## config.mk

```make
export PLATFORM = sky130hd
export DESIGN_NAME = tlb_cp0_ctrl
export DESIGN_NICKNAME = d
export VERILOG_FILES = /design/src/rtl/cp0_pkg.sv /design/src/rtl/tlb_cp0_ctrl.sv
export SDC_FILE = /design/constraint.sdc
export NUM_CORES = 1
export LEC_CHECK = 0
export CORE_AREA = 2 2 119 121
export DETAILED_ROUTE_END_ITERATION = 10
export DIE_AREA = 0 0 121 123
export PLACE_DENSITY = 0.81
export SETUP_SLACK_MARGIN = 0.15
export SYNTH_ARGS = -nofsm -noshare
export SYNTH_HDL_FRONTEND = slang
export SYNTH_SLANG_ARGS = --single-unit
```

## constraint.sdc

```tcl
create_clock -name clk -period 5.2 [get_ports clk]
set_input_delay 0.52 -clock clk [delete_from_list [all_inputs] [get_ports clk]]
set_output_delay 0.52 -clock clk [all_outputs]
set_load 0.05 [all_outputs]
```

## src/rtl/cp0_pkg.sv

```systemverilog
// rtl/cp0_pkg.sv - CP0 register numbers, TLB op codes, FSM states and field positions
package cp0_pkg;

  localparam int TLB_NUM = 16;

  localparam logic [4:0] CP0_INDEX    = 5'd0;
  localparam logic [4:0] CP0_ENTRYLO0 = 5'd2;
  localparam logic [4:0] CP0_ENTRYLO1 = 5'd3;
  localparam logic [4:0] CP0_ENTRYHI  = 5'd10;

  typedef enum logic [1:0] {
    OP_TLBP  = 2'b00,
    OP_TLBR  = 2'b01,
    OP_TLBWI = 2'b10,
    OP_NONE  = 2'b11
  } tlb_op_e;

  typedef enum logic [2:0] {
    ST_IDLE,
    ST_PROBE,
    ST_READ,
    ST_WRITE,
    ST_DONE
  } cp0_state_e;

  localparam int EHI_VPN2_LSB = 13;
  localparam int EHI_ASID_W   = 8;

  localparam int ELO_W       = 26;
  localparam int ELO_PFN_LSB = 6;
  localparam int ELO_C_LSB   = 3;
  localparam int ELO_D_BIT   = 2;
  localparam int ELO_V_BIT   = 1;
  localparam int ELO_G_BIT   = 0;

  localparam int IDX_P_BIT = 31;

endpackage

```

## src/rtl/tlb_cp0_ctrl.sv

```systemverilog
// rtl/tlb_cp0_ctrl.sv - CP0 TLB register file and TLBP/TLBR/TLBWI sequencer
module tlb_cp0_ctrl
  import cp0_pkg::*;
#(
  parameter int TLBNUM = TLB_NUM,
  localparam int IDXW = $clog2(TLBNUM)
) (
  input  logic            clk,
  input  logic            reset,
  input  logic            op_valid,
  input  logic [1:0]      op,
  output logic            op_ready,
  output logic            op_done,
  input  logic            mtc0_we,
  input  logic [4:0]      mtc0_addr,
  input  logic [31:0]     mtc0_wdata,
  input  logic [4:0]      mfc0_addr,
  output logic [31:0]     mfc0_rdata,
  input  logic            exc_we,
  input  logic [18:0]     exc_vpn2,
  output logic [18:0]     s1_vpn2,
  output logic            s1_odd_page,
  output logic [7:0]      s1_asid,
  input  logic            s1_found,
  input  logic [IDXW-1:0] s1_index,
  output logic [IDXW-1:0] r_index,
  input  logic [18:0]     r_vpn2,
  input  logic [7:0]      r_asid,
  input  logic            r_g,
  input  logic [19:0]     r_pfn0,
  input  logic [2:0]      r_c0,
  input  logic            r_d0,
  input  logic            r_v0,
  input  logic [19:0]     r_pfn1,
  input  logic [2:0]      r_c1,
  input  logic            r_d1,
  input  logic            r_v1,
  output logic            we,
  output logic [IDXW-1:0] w_index,
  output logic [18:0]     w_vpn2,
  output logic [7:0]      w_asid,
  output logic            w_g,
  output logic [19:0]     w_pfn0,
  output logic [2:0]      w_c0,
  output logic            w_d0,
  output logic            w_v0,
  output logic [19:0]     w_pfn1,
  output logic [2:0]      w_c1,
  output logic            w_d1,
  output logic            w_v1
);

  cp0_state_e       state;
  logic [18:0]      ehi_vpn2;
  logic [7:0]       ehi_asid;
  logic [ELO_W-1:0] entrylo0;
  logic [ELO_W-1:0] entrylo1;
  logic             idx_p;
  logic [IDXW-1:0]  idx;

  assign op_ready = (state == ST_IDLE);
  assign op_done  = (state == ST_DONE);
  assign we       = (state == ST_WRITE);

  assign s1_vpn2     = ehi_vpn2;
  assign s1_asid     = ehi_asid;
  assign s1_odd_page = 1'b0;
  assign r_index     = idx;

  assign w_index = idx;
  assign w_vpn2  = ehi_vpn2;
  assign w_asid  = ehi_asid;
  assign w_g     = entrylo0[ELO_G_BIT] & entrylo1[ELO_G_BIT];
  assign w_pfn0  = entrylo0[ELO_W-1:ELO_PFN_LSB];
  assign w_c0    = entrylo0[ELO_PFN_LSB-1:ELO_C_LSB];
  assign w_d0    = entrylo0[ELO_D_BIT];
  assign w_v0    = entrylo0[ELO_V_BIT];
  assign w_pfn1  = entrylo1[ELO_W-1:ELO_PFN_LSB];
  assign w_c1    = entrylo1[ELO_PFN_LSB-1:ELO_C_LSB];
  assign w_d1    = entrylo1[ELO_D_BIT];
  assign w_v1    = entrylo1[ELO_V_BIT];

  always_comb begin
    mfc0_rdata = '0;
    case (mfc0_addr)
      CP0_INDEX: begin
        mfc0_rdata[IDX_P_BIT]  = idx_p;
        mfc0_rdata[IDXW-1:0]   = idx;
      end
      CP0_ENTRYLO0: mfc0_rdata[ELO_W-1:0] = entrylo0;
      CP0_ENTRYLO1: mfc0_rdata[ELO_W-1:0] = entrylo1;
      CP0_ENTRYHI:  mfc0_rdata = {ehi_vpn2, 5'b0, ehi_asid};
      default:      mfc0_rdata = '0;
    endcase
  end

  always_ff @(posedge clk or posedge reset) begin
    if (reset) begin
      state    <= ST_IDLE;
      ehi_vpn2 <= '0;
      ehi_asid <= '0;
      entrylo0 <= '0;
      entrylo1 <= '0;
      idx_p    <= 1'b0;
      idx      <= '0;
    end else begin
      // Later assignments override earlier ones: mtc0, then exc, then FSM capture.
      if (mtc0_we) begin
        case (mtc0_addr)
          CP0_INDEX:    idx      <= mtc0_wdata[IDXW-1:0];
          CP0_ENTRYLO0: entrylo0 <= mtc0_wdata[ELO_W-1:0];
          CP0_ENTRYLO1: entrylo1 <= mtc0_wdata[ELO_W-1:0];
          CP0_ENTRYHI: begin
            ehi_vpn2 <= mtc0_wdata[31:EHI_VPN2_LSB];
            ehi_asid <= mtc0_wdata[EHI_ASID_W-1:0];
          end
          default: ;
        endcase
      end
      if (exc_we) ehi_vpn2 <= exc_vpn2;

      case (state)
        ST_IDLE: begin
          if (op_valid) begin
            case (tlb_op_e'(op))
              OP_TLBP:  state <= ST_PROBE;
              OP_TLBR:  state <= ST_READ;
              OP_TLBWI: state <= ST_WRITE;
              default:  state <= ST_DONE;
            endcase
          end
        end
        ST_PROBE: begin
          // The probe owns Index this cycle, so a miss also holds idx against mtc0.
          idx_p <= ~s1_found;
          idx   <= s1_found ? s1_index : idx;
          state <= ST_DONE;
        end
        ST_READ: begin
          ehi_vpn2 <= r_vpn2;
          ehi_asid <= r_asid;
          entrylo0 <= {r_pfn0, r_c0, r_d0, r_v0, r_g};
          entrylo1 <= {r_pfn1, r_c1, r_d1, r_v1, r_g};
          state    <= ST_DONE;
        end
        ST_WRITE: state <= ST_DONE;
        default:  state <= ST_IDLE;
      endcase
    end
  end

endmodule

```

# Yosys cells after proc, flatten, opt, wreduce, memory -nomap -nowiden
# Index checks and enable logic that the tools add are counted.
[totals]
ff_bits = 87
latch_bits = 0
ram_bits = 0
rom_bits = 0
input_bits = 151
word_cells = 65
mem_count = 0
[classes]
n_addsub = 0
mul = 0
n_div = 0
n_lt_le_gt_ge = 0
n_eq_ne = 14
shift = 0
mux = 24
bitwise_logic = 2
reduce_logical = 18
[op_table]
columns = ["cell", "n"]
rows = [
  ["26-bit 2-to-1 mux", 6],
  ["19-bit 2-to-1 mux", 4],
  ["22-bit one-hot mux with 3 select lines", 1],
  ["8-bit 2-to-1 mux", 3],
  ["5-bit by 2-bit == test with 1-bit output (second input constant)", 4],
  ["4-bit 2-to-1 mux", 4],
  ["4-bit one-hot mux with 4 select lines", 1],
  ["2-bit nonzero test", 6],
  ["5-bit by 4-bit == test with 1-bit output (second input constant)", 2],
  ["5-bit logical NOT", 2],
  ["3-bit one-hot mux with 3 select lines", 1],
  ["2-bit AND reduction", 4],
  ["3-bit by 2-bit == test with 1-bit output (second input constant)", 2],
  ["3-bit one-hot mux with 2 select lines", 1],
  ["3-bit nonzero test", 2],
  ["5-bit 2-to-1 mux", 1],
  ["2-bit != test (second input constant)", 2],
  ["3-bit by 1-bit == test with 1-bit output (second input constant)", 1],
  ["3-bit == test (second input constant)", 1],
  ["3-bit logical NOT", 1],
  ["3-bit 2-to-1 mux", 1],
  ["3-bit AND reduction", 1],
  ["3-bit OR reduction", 1],
  ["2-bit by 1-bit == test with 1-bit output (second input constant)", 1],
  ["other kinds (5)", 5],
]

# Longest topological paths before layout
# Gate-level depths: netlist of run 1.
[logic_depth]
word_depth = 5
depth_mapped = 7
ltp_nobuf = 4

# Least setup slack after synthesis of run 1
# Ideal clock, no wire load.
[synth_path]
kind = "register to output"
from = "register ehi_vpn2[18] (netlist: s1_vpn2[18])"
to = "output port mfc0_rdata[31]"
arrival_ns = 2.241
t_required_ns = 4.680
setup_slack_ns = 2.439
stages_incl_launch_ff = 3
cell_sequence = "dfrtp_1 -> a31oi_1 -> nor4_1"
[synth_between]
elab_chain_len = 1
[synth_lines]
columns = ["element", "line_no", "text"]
rows = [
  ["start, declared", "tlb_cp0_ctrl.sv:54", "logic [18:0] ehi_vpn2;"],
  ["start signal, assigned", "tlb_cp0_ctrl.sv:114", "ehi_vpn2 <= mtc0_wdata[31:EHI_VPN2_LSB];"],
  ["start signal, assigned", "tlb_cp0_ctrl.sv:120", "if (exc_we) ehi_vpn2 <= exc_vpn2;"],
  ["start signal, assigned", "tlb_cp0_ctrl.sv:140", "ehi_vpn2 <= r_vpn2;"],
  ["1-bit one-hot mux with 2 select lines", "tlb_cp0_ctrl.sv:85", "case (mfc0_addr)"],
  ["end, declared", "tlb_cp0_ctrl.sv:18", "output logic [31:0] mfc0_rdata,"],
]
# Every way passes these cells.

# Final worst setup path of run 1
[layout_path]
from = "input port mfc0_addr[1]"
to = "output port mfc0_rdata[4]"
[layout_between]
elab_chain_len = 2
elab_cells_between_ends = 4
cone_classes = "3 x eq/ne; 1 x mux"
[layout_lines]
columns = ["element", "line_no", "text"]
rows = [
  ["start, declared", "tlb_cp0_ctrl.sv:17", "input logic [4:0] mfc0_addr,"],
  ["5-bit by 4-bit == test with 1-bit output or 5-bit by 2-bit == test with 1-bit output (tied branches)", "tlb_cp0_ctrl.sv:85", ""],
  ["22-bit one-hot mux with 3 select lines (*)", "tlb_cp0_ctrl.sv:85", ""],
]
# Every way passes the cells marked *; elsewhere a longest branch is shown, timed or not.

==> results.json, run 1 <==
{
  "status": "completed",
  "min_period_ns": 3.92,
  "fin_cells": 990,
  "slew_viol_final": 0,
  "yosysWarnings": 0,
  "ctsHoldBuffers": 0,
  "start_util_pct": 39.4,
  "rsz0062_at_grt": "no",
  "route.detailed.drc": 0,
  "gp_congestion": 0.819,
  "routedWlPerCell_microns": 18.4,
  "cts.sinks": 87,
  "worstPathRequired_ns": 4.68,
  "drt_first_pass_iters": 5,
  "cpLargestDelayFamily": "buffers and inverters",
  "switchingPower_mw": 2.31,
  "power_density_mw_per_mm2": 555,
  "grt_pass1_vias": 4903,
  "yosys.area.top_type": "dfrtp_1",
  "yosys-top-cells-area": "dfrtp_1, mux2i_1, buf_4",
  "crit_chain": "clkdlybuf4s50_1 > nand2_1 > nor4_4 > buf_4 > a22oi_1 > nand2_1 > clkdlybuf4s50_1",
  "fmax_mhz": 255,
  "seq_power_share_pct": 27.9,
  "clock_path_buffers": 2,
  "dpl.hpwl_microns": 13300,
  "swShare_pct": 51.0,
  "grt_pass1_wl_microns": 27200,
  "layout.core_utilization_pct": 60.1,
  "power_mw": 4.54,
  "cts_tree": "built",
  "clock_latency_ns": 0.34,
  "multiInputGateArea_sq_mm": 0.00245,
  "hold_violations": 0,
  "cts_buffers": 9,
  "fillers": 1171,
  "synth_area_per_cell_sq_um": 8.86,
  "clkPwrFrac_pct": 13.6,
  "vias": 5128,
  "finClkSkew_ns": 0.00671,
  "ys_seq_area_share_pct": 40.6,
  "yosysMostFrequentCell": "nand2_1",
  "synth_edf_count": 0,
  "synth_fp_nets": 760,
  "root_buffer": "clkbuf_16",
  "setup_viol": 0,
  "maxCapViolCount": 0,
  "grt_max_degree": 77,
  "relSlewSlack_pct": 22.7,
  "internal-power_mw": 2.22,
  "pwr-share-comb_pct": 58.5,
  "dieArea_sq_mm": 0.0149,
  "path_buf_inv": 3,
  "core-area_sq_mm": 0.0136,
  "die_x_microns": 121,
  "netlist.area_leader.share_pct": 40.6,
  "leakagePower_nw": 3.58,
  "r2r_slack_ns": 3.01,
  "via_per_inst": 5.18,
  "path_class": "input pin to primary output",
  "grt.total_usage_pct": 23.9,
  "final_antenna_net_count": 0,
  "synth_common_cells": "nand2_1, o21ai_0, dfrtp_1",
  "htreeDepth": 3,
  "syn-cell-area_sq_mm": 0.00537,
  "grt-ovfl-total": 0,
  "post-cts-setup-buffer-count": 0,
  "synthFlopType": "dfrtp_1",
  "antenna_found_initial": 0,
  "rows": 43,
  "peakVddDrop_mv": 0.438,
  "fin_crit_sh_pct": 75.4,
  "cp_max_fo": 14,
  "crit_path_end_kind": "primary output",
  "ios": 300,
  "placed_cells": 975,
  "crit_arrival_ns": 3.40,
  "antenna_cells": 0,
  "async_flop_share_pct": 100,
  "cts_resized": 0,
  "hp-class": "register to register",
  "startpoint_type": "input pin",
  "fin_tns_setup_ns": 0,
  "synth.distinct_cells": 34,
  "slowest_delay_ns": 0.80,
  "crit_slowest_cell": "clkdlybuf4s50_1",
  "clkTransAtPathRegs_ns": 0.06,
  "layout-drive-gt1-share_pct": 3.70,
  "tightestPinTransition_ns": 1.16,
  "ff_latch_area_sq_mm": 0.00218,
  "netlist_instances": 606,
  "drtIter0Drc": 291,
  "syn_to_final_growth_pct": 52.3,
  "port-buffer-count": 298,
  "holdWs_ns": 0.561,
  "die_h_microns": 123,
  "synth-seq-cells": 87,
  "nets": 960,
  "finalWirelength_microns": 18200
}
==> cells by family after synthesis <==
logic type / share of synthesized area [%]
simple gates: 15.5
compound gates: 17.7
buf+inv: 14.1
flops: 40.6
mux: 11.4
fa+ha+maj: 0.700
other cells: 0.0699
==> final cells by class <==
type	instances	share of cell area (%)
clock buffer	15	3.40
inverter	3	0.153
multi-input combinational	400	29.9
sequential	87	26.6
tap	180	2.75
timing repair buffer	305	37.1
==> per-stage QoR <==
step	cell area (sq um)	setup slack, ns
3_5_place_dp	7900	1.32
6_report	8180	1.28
4_1_cts	8180	1.32
5_1_grt	8180	1.18
3_3_place_gp	7900	1.38
2_1_floorplan	5370	2.43
==> state kept, by name, summed over array words and instances (netlist names) <==
name and count:
s1_vpn2 19, entrylo0 26, entrylo1 26, state 3, idx_p 1, s1_asid 8
r_index 4
==> path summary, 6_finish.rpt <==
path                              start             to  depth (start not counted)
max in group asynchronous         reset    entrylo1[6]                          3
min in group asynchronous         reset   entrylo0[12]                          2
hold reg to reg                state[2]       state[2]                          1
setup reg to reg               state[2]   entrylo0[24]                          4
setup / recovery           mfc0_addr[1]  mfc0_rdata[4]                          7
hold / removal                 state[2]       state[2]                          1
==> routing by layer <==
layer	vias to the layer above	global-route usage, %	wire (microns)
met4	0	8.87	399
met5	-	0	0
met3	27	6.00	1400
met1	2456	28.7	7250
li1	2430	-	-
met2	215	41.4	9160
==> power by group through the flow <==
stage / Sequential (mW) / Combinational [mW] / Clock (mW)
after floorplan: 1.50 / 1.76 / 0
after global placement: 1.26 / 2.64 / 0
after detailed placement: 1.27 / 2.66 / 0
after CTS: 1.26 / 2.67 / 0.629
after global routing: 1.30 / 2.76 / 0.662
final: 1.26 / 2.65 / 0.617
==> worst register-to-register path: cells and delay by family (launching register included) <==
kind            cells  cell delay, ns
buf+inv             1            0.65
simple gates        2            0.67
compound gates      1            0.27
flops               1            0.44
==> cells in the final DEF (no fill, tap or decap), types with 3 or more instances in the layout <==
| master | instances |
|---|---|
| clkdlybuf4s50_1 | 298 |
| nand2_1 | 121 |
| o21ai_0 | 96 |
| dfrtp_1 | 87 |
| mux2i_1 | 61 |
| a211oi_1 | 20 |
| nor2b_1 | 19 |
| a22oi_1 | 17 |
| nor2_1 | 12 |
| clkbuf_16 | 9 |
| and2_1 | 7 |
| buf_4 | 7 |
| a21oi_1 | 6 |
| nor3b_1 | 5 |
| a22o_1 | 5 |
| o22ai_2 | 4 |
| nor3_1 | 3 |
| a222oi_1 | 3 |
| ha_1 | 3 |
| clkbuf_1 | 3 |
| clkbuf_8 | 3 |
Note: power is estimated with default switching activity, not from simulation.
==> run 2: changes to the inputs <==
--- a/config.mk
+++ b/config.mk
@@ -5,10 +5,10 @@
 export SDC_FILE = /design/constraint.sdc
 export NUM_CORES = 1
 export LEC_CHECK = 0
-export CORE_AREA = 2 2 119 121
+export CORE_AREA = 2 2 121 123
 export DETAILED_ROUTE_END_ITERATION = 10
-export DIE_AREA = 0 0 121 123
-export PLACE_DENSITY = 0.81
+export DIE_AREA = 0 0 123 125
+export PLACE_DENSITY = 0.79
 export SETUP_SLACK_MARGIN = 0.15
 export SYNTH_ARGS = -nofsm -noshare
 export SYNTH_HDL_FRONTEND = slang
==> constraint.sdc (replaced) <==
create_clock -name clk -period 3.9 [get_ports clk]
set_input_delay 0.39 -clock clk [delete_from_list [all_inputs] [get_ports clk]]
set_output_delay 0.39 -clock clk [all_outputs]
set_load 0.05 [all_outputs]
==> run 2 against run 1 <==
Compared with the run above:
- final area increased by 0.26%
- clock skew decreased by 0.0019 ns
- clock power increased by 50%
- worst setup slack got worse by 0.43 ns
- largest power group unchanged
- critical path type unchanged
- hold slack got worse by 0.040 ns
- register-to-register slack got worse by 0.87 ns
- critical endpoint is now mfc0_rdata[30]
==> results.json, run 2 (synthesis gave the netlist of run 1 again) <==
{
  "clkTransAtPathRegs_ns": 0.06,
  "finClkSkew_ns": 0.00484,
  "power_density_mw_per_mm2": 748,
  "crit_arrival_ns": 2.66,
  "setup_viol": 0,
  "routedWlPerCell_microns": 17.9,
  "core-area_sq_mm": 0.0142,
  "grt_pass1_vias": 4990,
  "layout_common_cells": "clkdlybuf4s50_1, nand2_1, o21ai_0",
  "cts_tree": "built",
  "pwr-share-comb_pct": 57.8,
  "multiInputGateArea_sq_mm": 0.00245,
  "die_h_microns": 125,
  "clkPwrFrac_pct": 15.1,
  "holdWs_ns": 0.521,
  "drt_first_pass_iters": 4,
  "power_mw": 6.13,
  "port-buffer-count": 298,
  "status": "completed",
  "min_period_ns": 3.05,
  "antenna_found_initial": 0,
  "placed_cells": 985,
  "layout-drive-gt1-share_pct": 7.84,
  "grt.total_usage_pct": 23.0,
  "maxCapViolCount": 0,
  "peakVddDrop_mv": 0.396,
  "worst_hold_path.num_cells": 1,
  "hold_violations": 0,
  "reg2regPathDepth": 4,
  "fillers": 1262,
  "antenna_cells": 0,
  "route.detailed.drc": 0,
  "clock_path_buffers": 2,
  "internal-power_mw": 3.06,
  "htreeDepth": 3,
  "syn_to_final_growth_pct": 52.7,
  "vias": 5118,
  "hp-class": "register to register",
  "drtIter0Drc": 318,
  "mostFrequentLayoutCell": "clkdlybuf4s50_1",
  "worstPathRequired_ns": 3.51,
  "slew_viol_final": 0,
  "dieArea_sq_mm": 0.0154,
  "relSlewSlack_pct": 43.5,
  "grt-ovfl-total": 0,
  "crit_path_end_kind": "primary output",
  "ios": 300,
  "r2r-start": "state[1]",
  "startpoint_type": "input pin",
  "fmax_mhz": 328,
  "cts_buffers": 9,
  "finalWirelength_microns": 17900,
  "gp_congestion": 0.777,
  "via_per_inst": 5.12,
  "hold_start": "state[2]",
  "clock_latency_ns": 0.34,
  "r2r_slack_ns": 2.14,
  "root_buffer": "clkbuf_16",
  "leakagePower_nw": 3.68,
  "fin_cells": 1000,
  "rsz0062_at_grt": "no",
  "path_class": "input pin to primary output",
  "grt_pass1_wl_microns": 27400,
  "rows": 44,
  "grt_max_degree": 78,
  "final_antenna_net_count": 0,
  "cp_max_fo": 26,
  "post-cts-setup-buffer-count": 0,
  "fin_crit_sh_pct": 78.1,
  "cts.sinks": 87,
  "whs_endpoint": "state[2]",
  "switchingPower_mw": 3.07,
  "dpl.hpwl_microns": 13100,
  "tightestPinTransition_ns": 0.848,
  "fin_tns_setup_ns": 0,
  "swShare_pct": 50.2,
  "ff_latch_area_sq_mm": 0.00218,
  "ctsHoldBuffers": 0,
  "nets": 966,
  "seq_power_share_pct": 27.1,
  "r2r-end": "r_index[0]",
  "die_x_microns": 123,
  "cts_resized": 0,
  "start_util_pct": 37.8
}
## run 2: layout make-up
type                            count  share of cell area, %
Timing Repair Buffer              311                   36.8
Inverter                            3                  0.168
Clock inverter                      4                  0.855
Multi-Input combinational cell    400                   29.9
Tap cell                          184                   2.81
Sequential cell                    87                   26.6
Clock buffer                       11                   2.96
## run 2: critical path: stages
cell and delay (ns):
clkdlybuf4s50_1 0.60, nand2_1 0.13, nor4_4 0.13, buf_4 0.40
and2_1 0.19, clkdlybuf4s50_1 0.80
## run 2: power by group through the flow
stage	clock [mW]	combinational [mW]	sequential (mW)
floorplan	0	2.35	2.00
global placement	0	3.52	1.66
detailed placement	0	3.55	1.68
CTS	0.941	3.56	1.67
global route	0.979	3.70	1.72
finish	0.927	3.54	1.66
## run 2: metrics by stage
step	util (%)	setup slack (ns)	cell area [sq um]
after floorplan	-	1.26	5370
after global placement	55.5	0.888	7880
after global routing	57.7	0.757	8200
final	57.7	0.854	8200
after CTS	57.7	0.839	8200
after detailed placement	55.5	0.848	7880
## run 2: metal layers
| metal | up-vias | wire length [microns] | global-route usage [%] |
|---|---|---|---|
| met2 | 204 | 8950 | 39.8 |
| met3 | 17 | 1290 | 5.29 |
| met1 | 2462 | 7400 | 28.4 |
| met4 | 0 | 257 | 6.82 |
| met5 | - | 0 | 0 |
| li1 | 2435 | - | - |
## run 2: how the worst max path moves through the flow
stage | startpoint | to | depth (start not counted)
final | mfc0_addr[1] | mfc0_rdata[30] | 6
after global routing | mfc0_addr[1] | mfc0_rdata[28] | 6
after CTS | mfc0_addr[1] | mfc0_rdata[30] | 6
after detailed placement | mfc0_addr[1] | mfc0_rdata[30] | 6
after global placement | mfc0_addr[1] | mfc0_rdata[28] | 6
after floorplan | reset | entrylo0[0] | 1
==> run 3: changes to the inputs <==
--- a/config.mk
+++ b/config.mk
@@ -5,10 +5,10 @@
 export SDC_FILE = /design/constraint.sdc
 export NUM_CORES = 1
 export LEC_CHECK = 0
-export CORE_AREA = 2 2 121 123
+export CORE_AREA = 2 2 126 128
 export DETAILED_ROUTE_END_ITERATION = 10
-export DIE_AREA = 0 0 123 125
-export PLACE_DENSITY = 0.79
+export DIE_AREA = 0 0 128 130
+export PLACE_DENSITY = 0.76
 export SETUP_SLACK_MARGIN = 0.15
 export SYNTH_ARGS = -nofsm -noshare
 export SYNTH_HDL_FRONTEND = slang
==> constraint.sdc (replaced) <==
create_clock -name clk -period 2.8 [get_ports clk]
set_input_delay 0.28 -clock clk [delete_from_list [all_inputs] [get_ports clk]]
set_output_delay 0.28 -clock clk [all_outputs]
set_load 0.05 [all_outputs]
==> run 3 against run 2 <==
Compared with the run above:
- critical endpoint is now mfc0_rdata[20]
- final area increased by 5.3%
- sequential share of layout area shrank 1.3 points
- largest cell class unchanged
- clock skew about the same
==> results.json, run 3 (synthesis gave the netlist of run 1 again) <==
{
  "route.detailed.drc": 0,
  "die_h_microns": 130,
  "hp-class": "input pin to asynchronous set/reset pin",
  "routedWlPerCell_microns": 18.7,
  "setup_viol": 0,
  "power_mw": 8.64,
  "path_class": "input pin to primary output",
  "finClkSkew_ns": 0.00473,
  "seq_power_share_pct": 27.2,
  "fin_tns_setup_ns": 0,
  "dpl.hpwl_microns": 14100,
  "via_per_inst": 5.09,
  "gp_congestion": 0.830,
  "grt_pass1_wl_microns": 28200,
  "status": "completed",
  "dpl-instance-area_sq_mm": 0.00832,
  "rsz0062_at_grt": "no",
  "nets": 968,
  "slew_viol_final": 0,
  "clkTransAtPathRegs_ns": 0.06,
  "cts.sinks": 87,
  "start_util_pct": 34.8,
  "crit_path_end_kind": "primary output",
  "worstPathRequired_ns": 2.52,
  "startpoint_type": "input pin",
  "port-buffer-count": 298,
  "rows": 46,
  "pwr-share-comb_pct": 58.1,
  "clock_path_buffers": 2,
  "crit_arrival_ns": 2.23,
  "fmax_mhz": 398,
  "final_antenna_net_count": 0,
  "layout.core_utilization_pct": 56.0,
  "core-area_sq_mm": 0.0154,
  "clock_latency_ns": 0.34,
  "final_area_sq_mm": 0.00863,
  "die_x_microns": 128,
  "drt_first_pass_iters": 4,
  "maxCapViolCount": 0,
  "power_density_mw_per_mm2": 1000,
  "layout-drive-gt1-share_pct": 8.79,
  "post-cts-setup-buffer-count": 0,
  "root_buffer": "clkbuf_16",
  "peakVddDrop_mv": 0.548,
  "grt_max_degree": 65,
  "mostFrequentLayoutCell": "clkdlybuf4s50_1",
  "cts_tree": "built",
  "min_period_ns": 2.51,
  "swShare_pct": 50.3,
  "ios": 300,
  "leakagePower_nw": 3.79,
  "grt.total_usage_pct": 22.2,
  "cp_max_fo": 10,
  "internal-power_mw": 4.30,
  "fin_crit_sh_pct": 89.7,
  "cts_resized": 0,
  "grt-ovfl-total": 0,
  "cts_buffers": 9,
  "ctsHoldBuffers": 0,
  "syn_to_final_growth_pct": 60.9,
  "dieArea_sq_mm": 0.0166,
  "layout_common_cells": "clkdlybuf4s50_1, nand2_1, o21ai_0",
  "vias": 5144,
  "drtIter0Drc": 199,
  "antenna_found_initial": 0,
  "finalWirelength_microns": 18900,
  "relSlewSlack_pct": 33.5,
  "tightestPinTransition_ns": 0.994,
  "grt_pass1_vias": 5015,
  "switchingPower_mw": 4.35,
  "hold_violations": 0,
  "htreeDepth": 3,
  "antenna_cells": 0,
  "clkPwrFrac_pct": 14.8
}
[run 3: changes by cell type in the layout (fill, tap and decap cells not counted)]
| cell | before | now |
|---|---|---|
| buf_12 | 0 | 34 |
| buf_4 | 39 | 12 |
| clkdlybuf4s50_1 | 272 | 267 |
| clkinvlp_4 | 0 | 2 |
| clkbuf_8 | 1 | 0 |
| clkinv_2 | 2 | 3 |
| inv_4 | 1 | 0 |
[run 3: power groups by stage]
stage                     clock network [mW]  registers (mW)  logic (mW)
after floorplan                            0            2.78        3.27
after global placement                     0            2.35        4.99
after detailed placement                   0            2.37        5.04
after CTS                               1.31            2.36        5.05
after global routing                    1.37            2.43        5.23
final                                   1.28            2.35        5.02
[run 3: final timing paths]
kind                                  end  slack [ns]  cells past startpoint          from
setup reg to reg               r_index[3]        0.94                      5      state[0]
setup / recovery           mfc0_rdata[20]        0.29                      7  mfc0_addr[4]
hold / removal                   state[0]        0.29                      2         reset
max in group asynchronous    entrylo1[24]        1.95                      3         reset
hold reg to reg                     idx_p        0.56                      2         idx_p
min in group clk             entrylo1[14]        0.49                      3     r_pfn1[8]
[run 3: metal layers]
layer  track usage [%]  wire, microns  vias to the layer above  share of wire [%]
li1                  -              -                     2450                  -
met1              27.0           7560                     2444                 40
met2              39.4           9620                      223                 51
met3              4.72           1300                       27                6.9
met4              7.50            403                        0                2.1
met5                 0              0                        -                  0
[run 3: metrics by stage]
| step | cells | setup WS (ns) | hold slack [ns] |
|---|---|---|---|
| floorplan | 606 | 0.270 | 0.397 |
| global placement | 995 | 0.304 | 0.508 |
| detailed placement | 995 | 0.261 | 0.540 |
| CTS | 1011 | 0.266 | 0.289 |
| global route | 1011 | 0.155 | 0.320 |
| finish | 1011 | 0.288 | 0.290 |
[run 3: cell type report]
| cell class | instances | area (sq um) |
|---|---|---|
| clock inverters | 6 | 85.1 |
| multi-input cells | 400 | 2450 |
| inverters | 3 | 12.5 |
| flip-flops and latches | 87 | 2180 |
| repair buffers | 313 | 3440 |
| well taps | 192 | 240 |
| fillers | 1426 | 6790 |
| clock buffers | 10 | 229 |
[run 3: critical path: stages]
cell,delay [ns]
clkdlybuf4s50_1,0.48
nor3_1,0.28
and3b_1,0.49
buf_4,0.30
a22oi_1,0.11
nand2_1,0.13
buf_12,0.14
